`src/rtl/hs_pkg.sv`:
```
// Shared types and defaults for the hiscore / CPU work-RAM arbiter.
package hs_pkg;

   typedef enum logic [2:0] {
      IDLE       = 3'd0,
      PAUSE_WAIT = 3'd1,
      GRANT      = 3'd2,
      ACCESS     = 3'd3,
      DATA       = 3'd4,
      RELEASE    = 3'd5
   } hs_state_t;

   localparam int HS_AW_DEFAULT      = 11;
   localparam int HS_DW_DEFAULT      = 8;
   localparam int HS_IDLE_TO_DEFAULT = 64;

   // Idle counter increment that sticks at all-ones instead of wrapping.
   function automatic logic [7:0] sat_inc8(input logic [7:0] v);
      return (v == 8'hFF) ? v : v + 8'd1;
   endfunction

endpackage

```
`src/rtl/hs_ram_arbiter.sv`:
```
// Hands the single-port work RAM to the hiscore engine while the CPU is paused,
// one access at a time, and gives it back to the CPU after an idle timeout.
module hs_ram_arbiter
   import hs_pkg::*;
#(
   parameter int AW      = HS_AW_DEFAULT,
   parameter int DW      = HS_DW_DEFAULT,
   parameter int IDLE_TO = HS_IDLE_TO_DEFAULT
) (
   input  logic          clk_sys,
   input  logic          reset_n,
   input  logic [AW-1:0] cpu_addr,
   input  logic [DW-1:0] cpu_wdata,
   input  logic          cpu_we,
   output logic [DW-1:0] cpu_rdata,
   input  logic          hs_req,
   input  logic          hs_we,
   input  logic [AW-1:0] hs_addr,
   input  logic [DW-1:0] hs_wdata,
   output logic [DW-1:0] hs_rdata,
   output logic          hs_ack,
   output logic          pause_req,
   input  logic          cpu_paused,
   output logic          granted,
   output logic [AW-1:0] ram_addr,
   output logic [DW-1:0] ram_wdata,
   output logic          ram_we,
   input  logic [DW-1:0] ram_q
);

   localparam logic [7:0] TO_LAST = 8'(IDLE_TO - 1);

   hs_state_t     state_r, state_s;
   logic [7:0]    cnt_r, cnt_s;
   logic          lost_r, lost_s;
   logic          latch_s;
   logic          pause_req_r, granted_r;
   logic          hs_ack_r, hs_ack_d_r;
   logic [DW-1:0] hs_rdata_r;
   logic [AW-1:0] addr_r;
   logic [DW-1:0] wdata_r;
   logic          we_r;

   // Next-state logic; a lost pause lets an in-flight access finish, then releases at once.
   always_comb begin
      state_s = state_r;
      cnt_s   = cnt_r;
      lost_s  = lost_r;
      latch_s = 1'b0;
      case (state_r)
         IDLE: begin
            lost_s = 1'b0;
            if (hs_req) state_s = PAUSE_WAIT;
            else        state_s = IDLE;
         end
         PAUSE_WAIT: begin
            if (!hs_req) begin
               state_s = IDLE;
            end else if (cpu_paused) begin
               state_s = GRANT;
               cnt_s   = 8'd0;
            end else begin
               state_s = PAUSE_WAIT;
            end
         end
         GRANT: begin
            if (!cpu_paused || lost_r) begin
               state_s = RELEASE;
            end else if (hs_req && !hs_ack_d_r) begin
               state_s = ACCESS;
               latch_s = 1'b1;
               cnt_s   = 8'd0;
            end else begin
               cnt_s = sat_inc8(cnt_r);
               if (cnt_r == TO_LAST) state_s = RELEASE;
               else                  state_s = GRANT;
            end
         end
         ACCESS: begin
            if (!cpu_paused) lost_s = 1'b1;
            else             lost_s = lost_r;
            state_s = DATA;
         end
         DATA: begin
            if (!cpu_paused || lost_r) begin
               state_s = RELEASE;
               lost_s  = 1'b0;
            end else begin
               state_s = GRANT;
            end
         end
         RELEASE: begin
            lost_s  = 1'b0;
            state_s = IDLE;
         end
         default: begin
            lost_s  = 1'b0;
            state_s = IDLE;
         end
      endcase
   end

   // State, idle counter and lost-pause flag.
   always_ff @(posedge clk_sys or negedge reset_n) begin
      if (!reset_n) begin
         state_r <= IDLE;
         cnt_r   <= 8'd0;
         lost_r  <= 1'b0;
      end else begin
         state_r <= state_s;
         cnt_r   <= cnt_s;
         lost_r  <= lost_s;
      end
   end

   // Registered handshake outputs; ack and read data appear together after DATA.
   always_ff @(posedge clk_sys or negedge reset_n) begin
      if (!reset_n) begin
         pause_req_r <= 1'b0;
         granted_r   <= 1'b0;
         hs_ack_r    <= 1'b0;
         hs_ack_d_r  <= 1'b0;
         hs_rdata_r  <= '0;
      end else begin
         pause_req_r <= (state_s inside {PAUSE_WAIT, GRANT, ACCESS, DATA});
         granted_r   <= (state_s inside {GRANT, ACCESS, DATA});
         hs_ack_r    <= (state_r == DATA);
         hs_ack_d_r  <= hs_ack_r;
         if ((state_r == DATA) && !we_r) hs_rdata_r <= ram_q;
         else                            hs_rdata_r <= hs_rdata_r;
      end
   end

   // Hiscore request capture at acceptance.
   always_ff @(posedge clk_sys or negedge reset_n) begin
      if (!reset_n) begin
         addr_r  <= '0;
         wdata_r <= '0;
         we_r    <= 1'b0;
      end else if (latch_s) begin
         addr_r  <= hs_addr;
         wdata_r <= hs_wdata;
         we_r    <= hs_we;
      end else begin
         addr_r  <= addr_r;
         wdata_r <= wdata_r;
         we_r    <= we_r;
      end
   end

   // RAM port mux; follows the registered grant so reset hands the RAM back immediately.
   always_comb begin
      if (granted_r) begin
         ram_addr  = addr_r;
         ram_wdata = wdata_r;
         ram_we    = (state_r == ACCESS) && we_r;
      end else begin
         ram_addr  = cpu_addr;
         ram_wdata = cpu_wdata;
         ram_we    = cpu_we;
      end
   end

   assign cpu_rdata = ram_q;
   assign hs_rdata  = hs_rdata_r;
   assign hs_ack    = hs_ack_r;
   assign pause_req = pause_req_r;
   assign granted   = granted_r;

endmodule
```
`config.mk`:
```
export PLATFORM = sky130hd
export DESIGN_NAME = hs_ram_arbiter
export DESIGN_NICKNAME = d
export VERILOG_FILES = /design/src/rtl/hs_pkg.sv /design/src/rtl/hs_ram_arbiter.sv
export SDC_FILE = /design/constraint.sdc
export NUM_CORES = 1
export LEC_CHECK = 0
export ABC_AREA = 1
export BUFFER_PORTS_ARGS = -buffer_cell sky130_fd_sc_hd__buf_2
export CORE_AREA = 4 4 88 90
export DETAILED_ROUTE_END_ITERATION = 10
export DIE_AREA = 0 0 92 94
export GPL_TIMING_DRIVEN = 0
export PLACE_DENSITY_LB_ADDON = 0.08
export SETUP_SLACK_MARGIN = 0.4
export SLEW_MARGIN = 20
export SYNTH_ARGS = -nofsm -noshare
export SYNTH_HDL_FRONTEND = slang
export SYNTH_SLANG_ARGS = --single-unit
```
`constraint.sdc`:
```
create_clock -name clk_sys -period 1.7 [get_ports clk_sys]
set_clock_uncertainty 0.2 [all_clocks]
set_input_delay 0.34 -clock clk_sys [delete_from_list [all_inputs] [get_ports clk_sys]]
set_output_delay 0.34 -clock clk_sys [all_outputs]
set_load 0.02 [all_outputs]
```
== After elaboration in Yosys (flattened, before gate mapping) ==
Cells that the tools add are included.
Storage, ports and cells
  word-level logic and storage cells: 66
  output and inout bits: 39
  bits in registers: 44
  memories: 0
  bits in read-only memories: 0
  input port bits: 52
  bits in latches: 0
  memory bits (writable): 0
Operators by class
  multiplexer cells: 23
  shift-type cells: 0
  eq/ne operators: 16
  $mul: 0
  reductions and logical operators: 14
  order comparisons: 0
  bitwise gates (word level): 1
  $add $sub $neg: 1
  divide/modulo/power cells: 0
Operator list (count)
  $mux W8: 6
  $pmux W8 S2: 1
  $pmux W3 S5: 1
  $eq A3 B2 Y1 const B: 4
  $mux W3: 4
  $mux W11: 1
  $ne A2 B2 Y1 const B: 5
  $add A8 B1 Y8 const B: 1
  $eq A8 B6 Y1 const B: 1
  $eq A8 B8 Y1 const B: 1
  $mux W1: 7
  $eq A3 B1 Y1 const B: 2
  $eq A3 B3 Y1 const B: 2
  $reduce_and A5 Y1: 1
  $mux W2: 2
  $reduce_bool A4 Y1: 1
  $logic_and A1 B1 Y1: 3
  $logic_not A1 Y1: 3
  $logic_not A3 Y1: 1
  $ne A3 B3 Y1 const B: 1
  $pmux W1 S3: 1
  $reduce_and A3 Y1: 1
  $reduce_bool A3 Y1: 1
  $reduce_bool A2 Y1: 1
  3 further kinds: 3

== Depth between registers and ports, before layout ==
Gate-level depths: netlist (run 1).
  depth in word-level cells: 7
  depth in mapped cells: 10

== Least setup slack after synthesis (run 1) ==
OpenSTA, ideal clock, no wires.
  path kind: register to output
  start: reg granted_r (netlist: granted)
  end: out ram_we
  buffers on the path: 1
  cell stages (with the launch flop): 3
  data arrival time: 1.172 ns
  setup slack: -0.012 ns
  required time: 1.160 ns
  path through: dfrtp_1 -> buf_2 -> o21ai_0
Between the ends
  word-level cells in the longest chain between the ends: 1
Ends and longest elaborated chain
  from (decl): RTL line hs_ram_arbiter.sv:37  | logic pause_req_r, granted_r;
  from (signal assigned): RTL line hs_ram_arbiter.sv:126  | granted_r <= (state_s inside {GRANT, ACCESS, DATA});
  $mux W1: RTL line hs_ram_arbiter.sv:153  | if (granted_r) begin
  to (decl): RTL line hs_ram_arbiter.sv:27  | output logic ram_we,
No other way between the ends.

== Worst setup path after layout (run 1) ==
  start: reg state_r[0]
  end: out ram_we
Between the ends
  word-level cells in the longest chain between the ends: 3
Ends and longest elaborated chain
  from (decl): RTL line hs_ram_arbiter.sv:33  | hs_state_t state_r, state_s;
  from (signal assigned): RTL line hs_ram_arbiter.sv:110  | state_r <= state_s;
  $eq A3 B2 Y1: RTL line hs_ram_arbiter.sv:156  | ram_we = (state_r == ACCESS) && we_r;
  $logic_and A1 B1 Y1: RTL line hs_ram_arbiter.sv:156
  $mux W1: RTL line hs_ram_arbiter.sv:153
No other way between the ends.

==> impl_metrics.tcl, run 1 <==
set metrics [dict create \
    ys.flop_type "dfrtp_1" \
    hold_viol_final 44 \
    cts_num_sinks 44 \
    drive_gt1_share_pct 63.1 \
    viasPerCell 4.49 \
    ys_ff_latch 44 \
    power.leakage_nw 1.94 \
    cts_made_buffers 5 \
    route.met2.wl_um 2880 \
    fin_ws_ns -0.196 \
    violations "hold timing, setup timing" \
    drc 0 \
    netlist_instances 262 \
    worstPathRequired_ns 1.16 \
    p_per_area_nw_per_um2 1330 \
    synth_nets 315 \
    antenna_cells 0 \
    status "finished with violations" \
    dp_slack_ns -0.115 \
    crit_path_end_kind "output pin" \
    synth_edf_count 0 \
    grt_pass1_vias 2153 \
    placed_cell_area_um2 2990 \
    drt_iter0_markers 73 \
    p_clk_share_pct 13.0 \
    switching_power_w 0.00197 \
    r2r_slack_ns -0.06 \
    synth_cell_type_count 27 \
    period_share_pct 112 \
    core_um2 7060 \
    clock_path_buffers 2 \
    critical_path_class "register to output pin" \
    cts_tree "built" \
    yosysSeqAreaShare_pct 46.2 \
    worstPathMaxFanout 3 \
    synth_warnings 0 \
    die_x_um 92 \
    die_h_um 94 \
    grt_max_degree 45 \
    r2r_start "state_r[2]" \
    antenna_found_initial 0 \
    die_area_um2 8650 \
    postSynthAreaPerCell_um2 9.09 \
    critPathArrivalTime_ns 1.36 \
    synth.cell_area_um2 2380 \
    fin_hold_ws_ns -0.172 \
    clk_pin_slew_ns 0.08 \
    cts_max_level 2 \
    grt_first_pass_wirelength_um 10200 \
    rows 31 \
    start_util_pct 33.7 \
    fin_util_pct 53.8 \
    final.min_clock_period_ns 1.90 \
    gr-total-overflow 0 \
    switching_share_pct 39.0 \
    grtUsageTotal_pct 14.4 \
    cts_hold_buffers 0 \
    timing.fmax_mhz 528 \
    peakVddDrop_mv 0.726 \
    routed_wl_um 6280 \
    hp-class "input pin to async pin" \
    tightest_slew_ns 0.574 \
    reg2reg_depth 8 \
    gp_congestion 0.753 \
    seq_power_share_pct 34.4 \
    setup_violations 46 \
    port_buffers 90 \
    syn_to_final_growth_pct 59.4 \
    ant_nets 0 \
    r2r_end "wdata_r[1]" \
    async_flop_share_pct 100 \
    fin_nets 442 \
    vias 2197 \
    timing.slew.headroom_pct 61.8 \
    maxCapViolCount 0 \
    hpwl_um 4050 \
    finalInstanceArea_um2 3800 \
    drv_slew 0 \
    rsz0062_at_grt "yes" \
    start_kind "register" \
    io_pins 91 \
    cts-root-buf "clkbuf_8" \
    wl_met3_um 444 \
    insertion_delay_ns 0.29 \
    routed.top_layer "met4" \
    combPwrFrac_pct 52.7 \
    wl_per_cell_um 12.8 \
    drt-pass1-iter-count 4 \
    met1_length_um 2890 \
    internal-power_w 0.00309 \
]
==> cell usage after synthesis (2+ instances only) <==
cell type | instances | area, um2
a21oi_1 | 2 | 10.0
buf_2 | 6 | 30.0
buf_4 | 8 | 60.1
clkbuf_1 | 2 | 7.51
dfrtp_1 | 44 | 1100
inv_1 | 19 | 71.3
inv_2 | 3 | 11.3
mux2_2 | 27 | 304
nand2_1 | 72 | 270
nand2_2 | 7 | 43.8
nand3_1 | 33 | 165
nand4_1 | 4 | 25.0
nor2_1 | 8 | 30.0
nor2_2 | 2 | 12.5
nor2_4 | 3 | 33.8
o21ai_0 | 6 | 30.0
o21ai_2 | 6 | 52.6
==> cell usage in the layout, fill, tap and decap left out, drive strengths merged <==
cell / instances
buf: 133
nand2: 80
dfrtp: 44
nand3: 34
mux2: 27
inv: 22
nor2: 14
o21ai: 13
clkbuf: 11
nand4: 4
a21oi: 2
nand3b: 1
nor3: 1
or2: 1
o211ai: 1
ha: 1
clkinv: 1
==> worst max-delay path by stage <==
stage | from | end | slack, ns | depth (start not counted)
final | state_r[0] | ram_we | -0.20 | 5
after global routing | granted | ram_wdata[2] | -0.26 | 3
after CTS | granted | ram_addr[10] | -0.20 | 3
after detailed placement | state_r[1] | ram_we | -0.12 | 5
after global placement | state_r[1] | ram_we | -0.12 | 5
after floorplan | cnt_r[1] | cnt_r[3] | 0.15 | 10
==> state kept, by name (all words and copies together), names as in the netlist <==
register / flops
we_r: 1
hs_ack: 1
granted: 1
wdata_r: 8
pause_req: 1
state_r: 3
lost_r: 1
addr_r: 11
hs_ack_d_r: 1
hs_rdata: 8
cnt_r: 8
==> per-layer routing <==
layer	vias up	global-route usage, %
li1	1098	-
met1	1021	20.1
met2	71	21.8
met3	7	4.17
met4	0	3.96
met5	-	0
==> cell type report <==
type,instances,area [um2]
Timing Repair Buffer,120,877
Fill cell,667,3260
Multi-Input combinational cell,179,1350
Sequential cell,44,1100
Tap cell,99,124
Clock buffer,7,76.3
Buffer,17,175
Inverter,22,82.6
Clock inverter,1,8.76
==> critical path, cell delays in order (launching register included) <==
cell     delay [ns]
dfrtp_1        0.39
inv_2          0.08
nor3_4         0.25
nand3_2        0.13
o21ai_2        0.08
buf_6          0.13
==> through the flow <==
| stage | cells | TNS (ns) | total power [W] |
|---|---|---|---|
| 2_1_floorplan | 262 | 0 | 0.00294 |
| 3_3_place_gp | 451 | -0.122 | 0.00347 |
| 3_5_place_dp | 451 | -0.115 | 0.00349 |
| 4_1_cts | 480 | -3.97 | 0.00484 |
| 5_1_grt | 489 | -7.80 | 0.00542 |
| 6_report | 489 | -4.40 | 0.00506 |
==> power by group through the flow <==
| stage | sequential (W) | clock [W] | combinational (W) |
|---|---|---|---|
| 5_1_grt | 0.00179 | 0.000728 | 0.00290 |
| 3_5_place_dp | 0.00167 | 0 | 0.00182 |
| 2_1_floorplan | 0.00177 | 0 | 0.00117 |
| 6_report | 0.00174 | 0.000656 | 0.00266 |
| 3_3_place_gp | 0.00166 | 0 | 0.00180 |
| 4_1_cts | 0.00172 | 0.000682 | 0.00243 |
==> repair_timing <==
item | in CTS | in global routing
cloned | 1 | 2
resized for setup | 83 | 39
pin swaps | 9 | 11
endpoints found under the hold margin | 0 | 44
setup endpoints to repair | 73 | 73
setup buffers | 20 | 7
==> cell families after synthesis <==
logic type	count (synthesis)	synth area share [%]
simple gates	135	27.2
flops	44	46.2
buf+inv	39	8.40
mux	27	12.8
compound gates	16	4.88
fa+ha+maj	1	0.525
(Power assumes the default switching activity.)
==> inputs of run 2 (changes only) <==
--- a/config.mk
+++ b/config.mk
@@ -8,6 +8,7 @@
 export ABC_AREA = 1
 export BUFFER_PORTS_ARGS = -buffer_cell sky130_fd_sc_hd__buf_2
 export CORE_AREA = 4 4 88 90
+export CTS_BUF_LIST = sky130_fd_sc_hd__clkbuf_8 sky130_fd_sc_hd__clkbuf_16
 export DETAILED_ROUTE_END_ITERATION = 10
 export DIE_AREA = 0 0 92 94
 export GPL_TIMING_DRIVEN = 0
==> impl_metrics.tcl, run 2 (same netlist as run 1, synthesis figures left out) <==
set metrics [dict create \
    wl_per_cell_um 12.8 \
    hpwl_um 4050 \
    reg2reg_depth 8 \
    routed_wl_um 6280 \
    fin_nets 442 \
    port_buffers 90 \
    rows 31 \
    timing.slew.headroom_pct 61.8 \
    gr-total-overflow 0 \
    hold_viol_final 44 \
    grt_pass1_vias 2153 \
    crit_path_end_kind "output pin" \
    vias 2202 \
    largest_reg_flops 11 \
    worstPathRequired_ns 1.16 \
    antenna_found_initial 0 \
    drc 0 \
    crit_end "ram_we" \
    critPathArrivalTime_ns 1.36 \
    r2r_end "wdata_r[1]" \
    fin_hold_ws_ns -0.172 \
    final_cell_mix "buf_2, nand2_1, dfrtp_1, buf_4, nand3_1" \
    register_area_um2 1100 \
    r2r_start "state_r[2]" \
    power.leakage_nw 1.95 \
    path_cells "inv_2 -> nor3_4 -> nand3_2 -> o21ai_2 -> buf_6" \
    peakVddDrop_mv 0.718 \
    final_common_cell "buf_2" \
    syn_to_final_growth_pct 59.4 \
    drt-pass1-iter-count 4 \
    final.min_clock_period_ns 1.90 \
    cpPeakStageDelay_ns 0.39 \
    setup_violations 46 \
    drv_slew 0 \
    start_util_pct 33.7 \
    cts_max_level 2 \
    multi_input_area_um2 1350 \
    core_um2 7060 \
    cp.depth 5 \
    gp_congestion 0.753 \
    p_per_area_nw_per_um2 1330 \
    violations "hold timing, setup timing" \
    cts_num_sinks 44 \
    drive_gt1_share_pct 63.1 \
    n_fill_cell 667 \
    drt_iter0_markers 73 \
    clk_pin_slew_ns 0.08 \
    rsz0062_at_grt "yes" \
    grt_first_pass_wirelength_um 10200 \
    die_h_um 94 \
    critical_path_class "register to output pin" \
    cts_tree "built" \
    io_pins 91 \
    cp.buffers_inverters 2 \
    grtUsageTotal_pct 14.4 \
    cts_hold_buffers 0 \
    ant_nets 0 \
    tns_ns -4.41 \
    grt_max_degree 45 \
    antenna_cells 0 \
    fin_ws_ns -0.196 \
    cp_top_family "flip-flops" \
    timing.fmax_mhz 528 \
    worstPathMaxFanout 3 \
    viasPerCell 4.50 \
    clock_path_buffers 2 \
    top_register "addr_r" \
    tightest_slew_ns 0.574 \
    critPathLaunch "state_r[0]" \
    slowest_stage "dfrtp_1" \
    insertion_delay_ns 0.29 \
    cts-root-buf "clkbuf_8" \
    maxCapViolCount 0 \
    start_kind "register" \
    hp-class "input pin to async pin" \
    cts_made_buffers 5 \
    r2r_slack_ns -0.06 \
    die_x_um 92 \
    status "finished with violations" \
    die_area_um2 8650 \
    period_share_pct 112 \
]
[run 2: worst min path at each step]
stage,from,end,slack [ns]
finish,reset_n,hs_rdata[4],-0.17
global route,reset_n,hs_rdata[4],-0.13
CTS,reset_n,addr_r[0],0.06
floorplan,reset_n,addr_r[0],-0.16
detailed placement,hs_ack,hs_ack_d_r,0.18
global placement,hs_ack,hs_ack_d_r,0.16
[run 2: power by group]
group          total (W)  internal (W)  switching, W
sequential       0.00174       0.00143      0.000308
combinational    0.00266       0.00136       0.00130
clock           0.000644      0.000282      0.000362
[run 2: worst register-to-register path, stage by stage, from the launching register on]
cell	delay [ns]
dfrtp_2	0.47
inv_2	0.10
nand3_4	0.14
buf_6	0.16
nor2_4	0.16
nand2_4	0.14
clkbuf_16	0.20
nand2_2	0.05
nand2_1	0.04
[run 2: layout make-up]
cell class,instances,share of cell area (%)
multi-input cells,179,35.6
flip-flops and latches,44,29.1
repair buffers,120,23.1
clock inverters,3,0.428
inverters,22,2.17
clock buffers,5,1.81
plain buffers,17,4.61
well taps,99,3.26
[run 2: timing repair]
item	4_1_cts	5_1_grt
pin swaps	9	11
setup endpoints to repair	73	73
gates resized for setup	83	39
setup buffers	20	7
gates cloned	1	2
hold endpoints to repair	0	44
[run 2: metrics by stage]
step	cells	total power, W	worst slack [ns]	util (%)	area (um2)
after floorplan	262	0.00294	0.153	-	2420
after global placement	451	0.00347	-0.122	42.4	2990
after detailed placement	451	0.00349	-0.115	42.4	2990
after CTS	480	0.00483	-0.201	50.3	3550
after global routing	489	0.00540	-0.257	53.8	3800
final	489	0.00505	-0.196	53.8	3800
[run 2: routing by layer]
layer | global-route usage, % | share of wire, %
met3 | 4.17 | 7.1
met5 | 0 | 0
met2 | 21.8 | 46
met4 | 3.96 | 1.1
met1 | 20.1 | 46
==> inputs of run 3 (changes only) <==
--- a/config.mk
+++ b/config.mk
@@ -6,12 +6,11 @@
 export NUM_CORES = 1
 export LEC_CHECK = 0
 export ABC_AREA = 1
-export BUFFER_PORTS_ARGS = -buffer_cell sky130_fd_sc_hd__buf_2
+export BUFFER_PORTS_ARGS = -buffer_cell sky130_fd_sc_hd__buf_4
 export CORE_AREA = 4 4 88 90
 export CTS_BUF_LIST = sky130_fd_sc_hd__clkbuf_8 sky130_fd_sc_hd__clkbuf_16
 export DETAILED_ROUTE_END_ITERATION = 10
 export DIE_AREA = 0 0 92 94
-export GPL_TIMING_DRIVEN = 0
 export PLACE_DENSITY_LB_ADDON = 0.08
 export SETUP_SLACK_MARGIN = 0.4
 export SLEW_MARGIN = 20
==> impl_metrics.tcl, run 3 (same netlist as run 1, synthesis figures left out) <==
set metrics [dict create \
    status "finished with violations" \
    violations "setup timing" \
    drt-pass1-iter-count 4 \
    insertion_delay_ns 0.30 \
    path_cells "buf_12 -> mux2_2 -> buf_6" \
    crit_path_end_kind "output pin" \
    antenna_cells 0 \
    placed_cell_area_um2 3210 \
    slowest_stage "dfrtp_2" \
    grtUsageTotal_pct 16.3 \
    gp_congestion 0.900 \
    wl_per_cell_um 14.5 \
    die_h_um 94 \
    rows 31 \
    maxCapViolCount 0 \
    drc 0 \
    p_total_w 0.00565 \
    hp-class "input pin to register" \
    fin_hold_ws_ns 0.0533 \
    final.min_clock_period_ns 1.90 \
    syn_to_final_growth_pct 75.9 \
    antenna_found_initial 0 \
    grt_pass1_vias 2296 \
    core_um2 7060 \
    fin_nets 442 \
    hpwl_um 4420 \
    start_util_pct 33.7 \
    ant_nets 0 \
    top_register "addr_r" \
    cts-root-buf "clkbuf_8" \
    viasPerCell 4.74 \
    register_area_um2 1100 \
    timing.fmax_mhz 527 \
    p_per_area_nw_per_um2 1350 \
    die_x_um 92 \
    dp_slack_ns -0.0193 \
    fin_ws_ns -0.199 \
    period_share_pct 112 \
    start_kind "register" \
    worstPathRequired_ns 1.16 \
    grt_max_degree 29 \
    final_common_cell "buf_4" \
    cpPeakStageDelay_ns 0.43 \
    clock_path_buffers 2 \
    cp_top_family "flip-flops" \
    cts_tree "built" \
    grt_first_pass_wirelength_um 11200 \
    routed_wl_um 7110 \
    worstPathMaxFanout 13 \
    cts_max_level 2 \
    drt_iter0_markers 75 \
    final_cell_mix "buf_4, nand2_1, buf_6, dfrtp_1, nand3_2" \
    cp.buffers_inverters 2 \
    gr-total-overflow 0 \
    n_fill_cell 618 \
    peakVddDrop_mv 0.697 \
    io_pins 91 \
    clk_pin_slew_ns 0.09 \
    power.leakage_nw 2.03 \
    die_area_um2 8650 \
    layout.cells.non_filler 489 \
    tightest_slew_ns 0.387 \
    timing.slew.headroom_pct 74.2 \
    vias 2317 \
    multi_input_area_um2 1510 \
    largest_reg_flops 11 \
    critPathArrivalTime_ns 1.36 \
    setup_violations 42 \
    drive_gt1_share_pct 65.6 \
    finalInstanceArea_um2 4190 \
    hold_viol_final 0 \
    critical_path_class "register to output pin" \
    place_inst 449 \
    cts_made_buffers 5 \
    port_buffers 90 \
    cts_num_sinks 44 \
    rsz0062_at_grt "yes" \
    drv_slew 0 \
]
[run 3: area by class of cell]
| cell class | count | share of cell area [%] |
|---|---|---|
| tap | 99 | 2.96 |
| timing repair buffer | 134 | 30.1 |
| clock buffer | 6 | 1.97 |
| sequential | 44 | 26.4 |
| multi-input combinational | 182 | 36.0 |
| clock inverter | 2 | 0.269 |
| inverter | 22 | 2.39 |
[run 3: worst paths after layout]
path | start | end | slack [ns] | cells after the start
worst max-delay path | granted | ram_wdata[1] | -0.20 | 3
worst min-delay path | hs_wdata[4] | wdata_r[4] | 0.05 | 3
worst max register to register | state_r[2] | addr_r[1] | -0.04 | 8
worst min register to register | hs_ack | hs_ack_d_r | 0.21 | 0
max in group asynchronous | reset_n | cnt_r[4] | 0.52 | 3
min in group asynchronous | reset_n | hs_rdata[2] | 0.31 | 2
[run 3: metrics by stage]
stage,setup TNS [ns],util [%]
after floorplan,0,-
after global placement,0,45.4
after detailed placement,-0.0193,45.4
after CTS,-3.96,56.9
after global routing,-6.26,59.4
final,-4.15,59.4
[run 3: worst min-delay path, cell delays in order]
cell	delay (ns)
buf_4	0.08
nand3_2	0.05
nand2_1	0.05
[run 3: where the power goes]
part / leakage (nW) / switching [W] / total [W] / internal (W)
Clock: 0.0486 / 0.000378 / 0.000703 / 0.000325
Sequential: 0.560 / 0.000282 / 0.00171 / 0.00143
Combinational: 1.42 / 0.00156 / 0.00324 / 0.00168
Total: 2.03 / 0.00222 / 0.00565 / 0.00344
[run 3: what timing repair did]
item | CTS | global route
hold buffers | 1 | 0
setup endpoints to repair | 73 | 73
setup buffers | 17 | 10
pin swaps | 30 | 8
hold endpoints to repair | 25 | 0
gates resized for setup | 123 | 28
cloned | 4 | 0
[run 3: metal layers]
layer | GRT usage, % | up-vias | part of all wire [%]
li1 | - | 1104 | -
met1 | 21.1 | 1127 | 43
met2 | 26.9 | 78 | 49
met3 | 4.41 | 8 | 6.8
met4 | 4.70 | 0 | 1.0
met5 | 0 | - | 0
